--- config.mk ---
export PLATFORM = sky130hd
export DESIGN_NAME = scan_mux
export DESIGN_NICKNAME = d
export VERILOG_FILES = /design/src/rtl/scan_mux_pkg.sv /design/src/rtl/scan_mux_sync_2ff.sv /design/src/rtl/scan_mux.sv
export SDC_FILE = /design/constraint.sdc
export NUM_CORES = 1
export LEC_CHECK = 0
export CORE_MARGIN = 3
export CORE_UTILIZATION = 35
export DETAILED_ROUTE_END_ITERATION = 10
export SLEW_MARGIN = 15
export SYNTH_ARGS = -nofsm -noshare
export SYNTH_HDL_FRONTEND = slang
export SYNTH_SLANG_ARGS = --single-unit
--- constraint.sdc ---
create_clock -name wb_clk_i -period 2.6 [get_ports wb_clk_i]
set_clock_uncertainty 0.15 [all_clocks]
set_input_delay 0.78 -clock wb_clk_i [delete_from_list [all_inputs] [get_ports wb_clk_i]]
set_output_delay 0.78 -clock wb_clk_i [all_outputs]
set_load 0.05 [all_outputs]
--- src/rtl/scan_mux_pkg.sv ---
// Shared types and constants for the scan_mux channel selector.
// SYNC_STAGES follows the SCAN_MUX_SYNC_EN build macro.
package scan_mux_pkg;

    typedef enum logic {
        ST_HOLD   = 1'b0,
        ST_SETTLE = 1'b1
    } state_t;

`ifdef SCAN_MUX_SYNC_EN
    localparam int SYNC_STAGES = 2;
`else
    localparam int SYNC_STAGES = 0;
`endif

    localparam int BCNT_W = 4;

endpackage

--- src/rtl/scan_mux_sync_2ff.sv ---
// Single-bit two-flop synchroniser, async active-low reset to 0.
// Used per channel by scan_mux when SCAN_MUX_SYNC_EN is defined.
module sync_2ff (
    input  logic clk,
    input  logic rst_n,
    input  logic d,
    output logic q
);

    logic meta_q;
    logic sync_q;

    always_ff @(posedge clk or negedge rst_n) begin
        if (!rst_n) begin
            meta_q <= 1'b0;
            sync_q <= 1'b0;
        end else begin
            meta_q <= d;
            sync_q <= meta_q;
        end
    end

    assign q = sync_q;

endmodule

--- src/rtl/scan_mux.sv ---
// Registered N-to-1 observation mux with manual select and scan mode.
// Build macro SCAN_MUX_SYNC_EN adds a 2-flop synchroniser per input.
module scan_mux
    import scan_mux_pkg::*;
#(
    parameter int N_CH    = 16,
    parameter int SEL_W   = (N_CH > 1) ? $clog2(N_CH) : 1,
    parameter int DWELL_W = 16,
    parameter int BLANK   = 2
) (
    input  logic               wb_clk_i,
    input  logic               wb_rst_ni,
    input  logic [N_CH-1:0]    data_in,
    input  logic               mode_i,
    input  logic [SEL_W-1:0]   sel_i,
    input  logic               sel_valid_i,
    output logic               sel_ready_o,
    input  logic [DWELL_W-1:0] dwell_i,
    output logic               y_o,
    output logic [SEL_W-1:0]   ch_o,
    output logic               switch_o,
    output logic               scan_wrap_o,
    output logic               err_o
);

    localparam logic [SEL_W-1:0] CH_LAST = SEL_W'(N_CH - 1);
    localparam logic [BCNT_W-1:0] BLANK_LAST =
        BCNT_W'((BLANK == 0) ? 0 : BLANK - 1);

    logic [N_CH-1:0] data_s;

`ifdef SCAN_MUX_SYNC_EN
    for (genvar i = 0; i < N_CH; i++) begin : g_sync
        sync_2ff u_sync (
            .clk   (wb_clk_i),
            .rst_n (wb_rst_ni),
            .d     (data_in[i]),
            .q     (data_s[i])
        );
    end
`else
    assign data_s = data_in;
`endif

    state_t             state_q, state_d;
    logic [SEL_W-1:0]   ch_q, ch_d, nxt;
    logic [BCNT_W-1:0]  bcnt_q, bcnt_d;
    logic [DWELL_W-1:0] dcnt_q, dcnt_d, dwell_last;
    logic               y_q, y_d;
    logic               sw_q, sw_d;
    logic               wrap_q, wrap_d;
    logic               err_q, err_d;
    logic               go;

    assign dwell_last = (dwell_i == '0) ? '0 : dwell_i - DWELL_W'(1);
    assign sel_ready_o = (state_q == ST_HOLD) && !mode_i;

    always_ff @(posedge wb_clk_i or negedge wb_rst_ni) begin
        if (!wb_rst_ni) begin
            state_q <= ST_HOLD;
            ch_q    <= '0;
            bcnt_q  <= '0;
            dcnt_q  <= '0;
            y_q     <= 1'b0;
            sw_q    <= 1'b0;
            wrap_q  <= 1'b0;
            err_q   <= 1'b0;
        end else begin
            state_q <= state_d;
            ch_q    <= ch_d;
            bcnt_q  <= bcnt_d;
            dcnt_q  <= dcnt_d;
            y_q     <= y_d;
            sw_q    <= sw_d;
            wrap_q  <= wrap_d;
            err_q   <= err_d;
        end
    end

    always_comb begin
        state_d = state_q;
        ch_d    = ch_q;
        bcnt_d  = bcnt_q;
        dcnt_d  = dcnt_q;
        y_d     = y_q;
        sw_d    = 1'b0;
        wrap_d  = 1'b0;
        err_d   = 1'b0;
        go      = 1'b0;
        nxt     = ch_q;
        unique case (state_q)
            ST_HOLD: begin
                y_d = data_s[ch_q];
                if (mode_i) begin
                    if (N_CH > 1 && dcnt_q >= dwell_last) begin
                        go     = 1'b1;
                        dcnt_d = '0;
                        if (ch_q == CH_LAST) begin
                            nxt    = '0;
                            wrap_d = 1'b1;
                        end else begin
                            nxt = ch_q + SEL_W'(1);
                        end
                    end else begin
                        dcnt_d = dcnt_q + DWELL_W'(1);
                    end
                end else begin
                    // manual mode keeps the dwell count clear for re-entry
                    dcnt_d = '0;
                    if (sel_valid_i && sel_ready_o) begin
                        if (32'(sel_i) >= N_CH) begin
                            err_d = 1'b1;
                        end else if (sel_i != ch_q) begin
                            go  = 1'b1;
                            nxt = sel_i;
                        end
                    end
                end
                if (go) begin
                    ch_d = nxt;
                    sw_d = 1'b1;
                    if (BLANK > 0) begin
                        state_d = ST_SETTLE;
                        bcnt_d  = '0;
                    end
                end
            end
            ST_SETTLE: begin
                dcnt_d = '0;
                if (bcnt_q == BLANK_LAST) begin
                    state_d = ST_HOLD;
                end else begin
                    bcnt_d = bcnt_q + BCNT_W'(1);
                end
            end
            default: state_d = ST_HOLD;
        endcase
    end

    assign y_o         = y_q;
    assign ch_o        = ch_q;
    assign switch_o    = sw_q;
    assign scan_wrap_o = wrap_q;
    assign err_o       = err_q;

endmodule

==> results.txt, run 1 <==
- Status: finished with violations
- Failing checks: setup timing
- Gr ovfl total: 0
- The number of antenna violations at the first check in global routing was 0.
- Relative slew margins: approximately 58%
* Full die area: 0.00748 mm2
- Xor/xnor cell area share of the yosys netlist: between 10% and 20%
- CTS built an H-tree with a depth of 1.
- Port buffering added 47 buffers.
* Count of maximum capacitance violations: 0
- Util after Layout: between 50% and 60%
- Library cell appearing most often on the critical path: nor4_4
- Global routing consumed, on the met2 layer, just under 30% of the routing resources.
- Later-pin clock latency in the skew report: 0.26 ns
- Data on the critical path is required at its endpoint by between 2 and 3 ns.
- Unrepaired setup endpoints after global routing: true
- The max-slew violation count is 0.
- Worst reg2reg setup slack: ~0.24 ns
- In this run the power density over the cells is roughly 560 mW/mm2.
- The wire-length estimate of the detail-placed layout is between 4000 and 5000 um.
- 0 antenna diodes ended up in the layout.
- Setup crit end kind: register
- The most critical setup path has its startpoint at dwell_i[3].
- Post-synthesis instance area: ~0.0023 mm2
- The number of global-route vias before repair came to roughly 2200.
- From bottom edge to top edge, the die measures slightly below 90 um.
- The pre-antenna-repair detailed-routing pass consisted of 4 iterations.
- Summing the areas of all compound-gate instances in the mapped netlist gives under 10% of the synthesized area.
- Of the cells placed in the final design, the portion with a size suffix greater than 1 is 37.2%.
- Summed over all layers, the routed wires come to 5500 um.
- Largest net degree at the start of global routing: 29
* Peak clock frequency supported by timing: roughly 270 MHz
- The netlist uses 50 different library cells.
* Horiz. Die Dim: around 86 um
* Fraction of met1 tracks used by global routing: a little under a fifth
* Leakage dissipation: about 0.0015 uW
- Setup violations remaining at the end of the flow were counted as 27.
- The region available for standard cell placement spans 0.00610 mm2.
- Worst-path maximum fanout: 4
- Filler-free cell count of the finished design: between 400 and 500
- Global-route usage over all layers: 15.3%
* Launch instance of the worst register-to-register path: dcnt_q[0]
- At the worst endpoint, the arrival time is ~3.7 ns.
- Worst-case clock buffer depth: 2
* Nets: 394
* DR WL/cell: between 10 and 15 um
- Iter 0 DRT Violations: 34
* Slew at the pin closest to its max-slew limit: ~0.63 ns
- Global-route wire length before repair: between 9000 and 10000 um
- The congestion estimate from routability-driven global placement came to approximately 0.76.
* Hold_sp: y_o
- Worst vdd ir: 0.515 mV
- Post-synthesis mux area share: 7.95%
- The number of placed instances, taps included, is just under 400.
- The tree built by TritonCTS fans out to 28 sinks.
* #FFs+latches synth: 28
- After technology mapping, the gate count stands at ~250.
- In the routed layout, each cell is associated on average with a via count of approximately 5.1.
- Clock root buffer master: clkbuf_8
* Met3 global-route usage: between 2 and 2.5%
- Once the floorplan was initialized, standard cells occupied between 30% and 40% of the core.
- Walking the worst path, the cells encountered are buf_8, nor4_4, and3b_2, nand2_2, nor4_4, xor2_1, nand2_4, ha_4, nand4_4, a211o_1, nor4_4, nor4_4, o21ai_4, mux2_4.
- TritonCTS clock tree: built
* Synthesized net count: approximately 300
- After clock tree synthesis, the clock-pin slew on the worst setup and hold paths is 0.09 ns.
- The initialized floorplan defines 28 standard-cell rows.
- Max stage delay on crit path: 0.32 ns
- Cell with the largest stage delay on the worst path: mux2_4
- Summing the areas of all and, or, nand and nor instances in the mapped netlist gives roughly a quarter of the synthesized area.
- Count of antenna-violating nets left after detailed routing: 0
- From synthesis to final layout, the design area changed by 55.0%.
- Fin crit share: 142%
- Crit path kind: input port to register
* Average instance area after synthesis: just over 9 um2
- Pin placement for this block handled a little under 50 I/O pins.
- The global routing stage identified its most utilized layer as met2.
* Setup WS post-layout: -1.09 ns
- Drc violations: 0
* Post-synthesis share of cell area spent on full adders, half adders and majority gates: 12.1%
* Main combinational cell family by area after synthesis: simple AND/OR/NAND/NOR gates
* Class of the tightest hold or removal check: register to register
- The routed layout has 2053 vias.
- Number of fillers in the final layout: approximately 540
* Sequential cell area fraction in the yosys report: a little under a third
* Shortest period the worst path allows: around 3.7 ns
- Counting the buffers created by CTS gives 3.
- Final Hold Vio Count: 0
* Crit start category: input port
* Yosys synthesis warning count: 0
==> per-layer routing <==
metal | vias up | part of all wire, %
li1 | 1038 | -
met3 | 2 | 5.7
met5 | - | 0
met4 | 0 | 0.073
met2 | 49 | 52
met1 | 964 | 43
==> power by group <==
| group | internal, uW | switching (uW) | total [uW] |
|---|---|---|---|
| registers | 520 | 151 | 671 |
| logic | 524 | 511 | 1040 |
| clock network | 135 | 125 | 260 |
| total | 1180 | 788 | 1970 |
==> placed cells by master (no fill, tap or decap), types with 3 or more instances in the layout <==
| cell type | n |
|---|---|
| buf_4 | 41 |
| dfrtp_1 | 28 |
| clkdlybuf4s50_1 | 28 |
| nand2_1 | 22 |
| nor2_1 | 18 |
| xor2_1 | 16 |
| xnor2_1 | 14 |
| ha_1 | 13 |
| nor2_2 | 12 |
| nand3_1 | 10 |
| inv_1 | 8 |
| ha_4 | 8 |
| nand2_2 | 6 |
| a21oi_1 | 5 |
| nand4_1 | 5 |
| mux4_2 | 5 |
| buf_6 | 5 |
| clkdlybuf4s15_1 | 5 |
| nor4_4 | 4 |
| o21ai_1 | 4 |
| nor3_1 | 4 |
| clkbuf_8 | 4 |
| dlygate4sd2_1 | 4 |
| nand2_4 | 3 |
| nand2b_4 | 3 |
| mux2_4 | 3 |
==> path summary, 6_finish.rpt <==
| path | cells past startpoint | to |
|---|---|---|
| max reg2reg | 9 | bcnt_q[2] |
| min | 1 | y_o |
| max | 14 | ch_o[0] |
| min in group asynchronous | 2 | scan_wrap_o |
| min reg2reg | 1 | y_o |
| max in group asynchronous | 2 | dcnt_q[9] |
==> registers in the layout, indices dropped and copies added, names as in the netlist <==
name and count:
y_o 1, switch_o 1, scan_wrap_o 1, bcnt_q 4, state_q 1, dcnt_q 16, ch_o 4
==> final cells by class <==
class | count | area (um2) | share of cell area, %
sequential | 28 | 701 | 19.9
tap | 75 | 93.8 | 2.67
multi-input combinational | 201 | 1820 | 51.9
clock buffer | 4 | 55.1 | 1.57
inverter | 9 | 33.8 | 0.961
timing repair buffer | 89 | 808 | 23.0
==> Yosys cell counts (all sizes together) <==
| master | count | area share, % |
|---|---|---|
| and3b | 1 | 0.39 |
| nand4b | 2 | 0.77 |
| a22o | 1 | 0.39 |
| xor2 | 17 | 6.6 |
| nor3 | 6 | 1.3 |
| nor4 | 5 | 2.3 |
| nor3b | 1 | 0.33 |
| o21a | 1 | 0.33 |
| o21ai | 6 | 1.8 |
| o311ai | 1 | 0.72 |
| ha | 22 | 12 |
| mux2 | 5 | 3.0 |
| clkbuf | 5 | 0.83 |
| dfrtp | 28 | 31 |
| inv | 9 | 1.5 |
| a2111oi | 1 | 0.66 |
| a211o | 1 | 0.39 |
| or3 | 1 | 0.28 |
| a311o | 1 | 0.44 |
| buf | 3 | 1.0 |
| or4 | 1 | 0.33 |
| a21oi | 7 | 1.5 |
| nand2b | 5 | 1.4 |
| a21bo | 1 | 0.44 |
| mux4 | 5 | 5.0 |
| nand4 | 6 | 1.9 |
| o22ai | 2 | 0.55 |
| a31oi | 1 | 0.28 |
| and3 | 4 | 1.2 |
| a2bb2oi | 1 | 0.39 |
| o41ai | 1 | 0.39 |
| and4 | 1 | 0.39 |
| o211ai | 1 | 0.33 |
| nand3 | 11 | 2.4 |
| nor2 | 31 | 5.1 |
| conb | 1 | 0.17 |
| nand3b | 1 | 0.33 |
| and2 | 1 | 0.28 |
| o2111ai | 1 | 0.39 |
| nand2 | 31 | 5.2 |
| xnor2 | 15 | 5.8 |
==> stage by stage <==
stage	setup slack, ns	area, um2	power, uW	setup TNS, ns	hold slack, ns
after global placement	-1.62	3080	1620	-42.17	0.354
after detailed placement	-1.65	3080	1630	-42.40	0.351
after CTS	-1.11	3410	1960	-27.24	0.373
after floorplan	-1.18	2320	1320	-26.91	0.313
after global routing	-1.25	3510	2110	-30.63	0.406
final	-1.09	3510	1970	-26.04	0.368
==> critical path, delay by kind of cell <==
family	cells	cell delay [ns]
buf+inv	1	0.10
xor+xnor	1	0.26
fa+ha+maj	1	0.28
compound gates	2	0.56
simple gates	8	1.38
mux	1	0.32
==> cell families after synthesis <==
| group | count (synthesis) |
|---|---|
| muxes | 10 |
| adders and majority gates | 22 |
| and+or+nand+nor | 108 |
| DFF | 28 |
| other | 1 |
| AOI/OAI and AO/OA | 27 |
| buffers and inverters | 17 |
| xor gates and xnor gates | 32 |
==> what timing repair did <==
action | 4_1_cts | 5_1_grt
hold buffers | 0 | 0
cloned | 2 | 0
pin swaps | 23 | 10
endpoints found under the setup margin | 27 | 27
resized for setup | 73 | 21
setup buffers | 7 | 1
No activity file was read; power rests on OpenSTA's default activity.
==> run 2: changes to the inputs <==
RECOVER_POWER = 100   (was unset)
==> run 2 against run 1 <==
Compared with the run above:
- sequential share of layout area up 0.18 points
- critical path depth stayed put
- flip-flop and latch count unchanged
- clock power barely moved
- maximum frequency is essentially flat
- the run still ends with setup timing left
==> results.txt, run 2 (same netlist as run 1, synthesis figures left out) <==
- The type of the setup path with the least slack is input port to register (unchanged).
- Total non-filler cell area in the finished layout: 0.00348 mm2 (was 0.00351 mm2)
* Required time worst endpoint: 2.61 ns (about the same)
- Final hold slack: 0.363 ns (was 0.368 ns)
- The count of unresolved DRC violations after routing was 0 (unchanged).
* DR WL/cell: 13.5 um (was 13.6 um)
* CP bufs+invs: 1 (unchanged)
- Leakage dissipation: 0.00148 uW (was 0.00149 uW)
- Number of core rows: 28 (unchanged)
* Fin crit share: 142% (about the same)
* Max stage delay on crit path: 0.32 ns (about the same)
- Failing checks: setup timing (unchanged)
* Min-Delay Endpoint: y_o (unchanged)
- Nets: 394 (unchanged)
- Hold_sp: y_o (unchanged)
- Status: finished with violations (unchanged)
- Cell with the largest stage delay on the worst path: mux2_4 (unchanged)
- Horiz. Die Dim: 86.5 um (unchanged)
* Worst reg2reg setup slack: 0.24 ns (about the same)
* Count of maximum capacitance violations: 0 (unchanged)
- Unrepaired setup endpoints after global routing: true (unchanged)
* Number of antenna violations at the first check in global routing: 0 (unchanged)
- The library cell used as clock root buffer was clkbuf_8 (unchanged).
- The vertical extent of the die is 86.5 um (unchanged).
* Fraction of final layout cells with drive strength greater than 1: 36.3% (was 37.2%)
* Cell chain of the critical path: buf_8, nor4_4, and3b_2, nand2_2, nor4_4, xor2_1, nand2_4, ha_4, nand4_4, a211o_1, nor4_4, nor4_4, o21ai_4, mux2_4 (unchanged)
* Setup crit end kind: register (unchanged)
- Count of antenna-violating nets left after detailed routing: 0 (unchanged)
- Global-route wire length before repair: 9450 um (unchanged)
- Final Hold Vio Count: 0 (unchanged)
- Worst-case clock buffer depth: 2 (unchanged)
- Gr ovfl total: 0 (unchanged)
- Worst vdd ir: 0.450 mV (was 0.515 mV)
- The clock insertion delay at the later pin of the skew report was 0.26 ns (about the same).
* Global placer's final weighted congestion: 0.764 (unchanged)
- The area of placed instances is 0.00308 mm2 (unchanged).
* Final setup violation count: 27 (unchanged)
- The register name with the most flops is dcnt_q (unchanged).
* Library cell appearing most often on the critical path: nor4_4 (unchanged)
- The number of I/O port buffers was 47 (unchanged).
- The area enclosed by the die boundary came to 0.00748 mm2 (unchanged).
- Vias per inst: 5.06 (about the same)
* Depth of the most critical reg-to-reg path: 9 (unchanged)
* Filler-free cell count of the finished design: 406 (unchanged)
- Largest delay contributor family on the critical path: simple AND/OR/NAND/NOR gates (unchanged)
- The filler cell count in the final layout is 547 (was 542).
- The depth of the worst hold-timing path is 1 (unchanged).
* Diodes inserted: 0 (unchanged)
- Crit start category: input port (unchanged)
* Placed cell count: 392 (unchanged)
- The number of global-route vias before repair is 2152 (unchanged).
- The number of flip-flops under the largest register name was 16 (unchanged).
* Class of the tightest hold or removal check: register to register (unchanged)
* Power density over the cells: 551 mW/mm2 (was 560 mW/mm2)
* Global-route usage over all layers: 15.3% (unchanged)
* Cts bufs inserted: 3 (unchanged)
- Post-Route WL: 5490 um (was 5500 um)
* Critical path data arrival time: 3.70 ns (about the same)
- Commonest cells after routing, fill and taps aside: 36 x buf_4, 28 x dfrtp_1, 23 x clkdlybuf4s50_1 (was 41 x buf_4, 28 x dfrtp_1, 28 x clkdlybuf4s50_1)
- Initial Utilization: 37.2% (unchanged)
* Synth-to-layout area growth: 53.6% (was 55.0%)
- The placed wire-length estimate after detailed placement was 4100 um (unchanged).
* Largest net degree at the start of global routing: 29 (unchanged)
- The beginning of the worst register-to-register path was dcnt_q[0] (unchanged).
- Iteration count of the initial detailed-routing pass: 4 (unchanged)
- The H-tree depth is 1 (unchanged).
- Worst reg2reg endpoint: bcnt_q[2] (unchanged)
- Final count of pins violating max slew: 0 (unchanged)
- Post-route total power: 1920 uW (was 1970 uW)
* Relative slew margins: 54.5% (was 57.8%)
- The top-level port count was 49 (unchanged).
- The clock net sink count is 28 (unchanged).
* Slew at the pin closest to its max-slew limit: 0.683 ns (was 0.631 ns)
* Floorplan Core Area: 0.00610 mm2 (unchanged)
* Via count: 2054 (was 2053)
- The clock-pin transition on the worst setup and hold timing paths came to 0.09 ns (about the same).
* Shortest period the worst path allows: 3.69 ns (about the same)
- Peak clock frequency supported by timing: 271 MHz (about the same)
- The TritonCTS clock tree was built (unchanged).
- Iter 0 DRT Violations: 35 (was 34)
- Worst-path maximum fanout: 4 (unchanged)
- Most common cell after layout, fill and taps aside: buf_4 (unchanged)
* Setup WS post-layout: -1.09 ns (about the same)
==> run 2: worst register-to-register path: cells and delay by family, from the launching register on <==
family                     cells  cell delay, ns
DFF                            1            0.43
and+or+nand+nor                3            0.46
buffers and inverters          2            0.22
AOI/OAI and AO/OA              3            0.71
adders and majority gates      1            0.28
==> run 2: layout make-up <==
| type | count | area (um2) | area share [%] |
|---|---|---|---|
| sequential | 28 | 701 | 20.1 |
| tap | 75 | 93.8 | 2.69 |
| multi-input combinational | 201 | 1820 | 52.3 |
| timing repair buffer | 89 | 777 | 22.3 |
| inverter | 9 | 33.8 | 0.970 |
| clock buffer | 4 | 55.1 | 1.58 |
==> run 2: per-layer routing <==
layer | part of all wire, % | wire length (um) | GRT usage, %
met2 | 52 | 2840 | 29.3
met1 | 43 | 2340 | 18.6
met3 | 5.7 | 311 | 2.28
met4 | 0.073 | 4 | 0.850
met5 | 0 | 0 | 0
==> run 2: where the power goes <==
| group | leakage [uW] | internal, uW | switching [uW] |
|---|---|---|---|
| clock | 0.0000288 | 135 | 125 |
| combinational | 0.00108 | 481 | 508 |
| sequential | 0.000374 | 520 | 149 |
==> run 2: metrics by stage <==
stage	util (%)	worst slack [ns]	TNS [ns]
finish	57.1	-1.09	-26.08
global route	57.1	-1.25	-30.63
CTS	56.0	-1.11	-27.24
detailed placement	50.5	-1.65	-42.40
global placement	50.5	-1.62	-42.17
floorplan	-	-1.18	-26.91
==> run 2: repair_timing <==
action | CTS | global route
hold buffers | 0 | 0
pin swaps | 23 | 10
gates cloned | 2 | 0
resized for setup | 73 | 21
buffers inserted | 7 | 1
setup endpoints to repair | 27 | 27
==> run 2: worst max-delay path by stage <==
stage                start       to  slack, ns  depth (start not counted)
2_1_floorplan  dwell_i[13]  ch_o[3]      -1.18                         11
3_3_place_gp    dwell_i[5]  ch_o[3]      -1.62                         14
3_5_place_dp    dwell_i[5]  ch_o[1]      -1.65                         14
4_1_cts         dwell_i[2]  ch_o[0]      -1.11                         14
5_1_grt         dwell_i[3]  ch_o[3]      -1.25                         14
6_report        dwell_i[3]  ch_o[0]      -1.09                         14
==> run 3: changes to the inputs <==
CAP_MARGIN = 20   (was unset)
==> results of run 3 <==
Same layout as run 2: the final DEF is identical, and so are final timing and power.
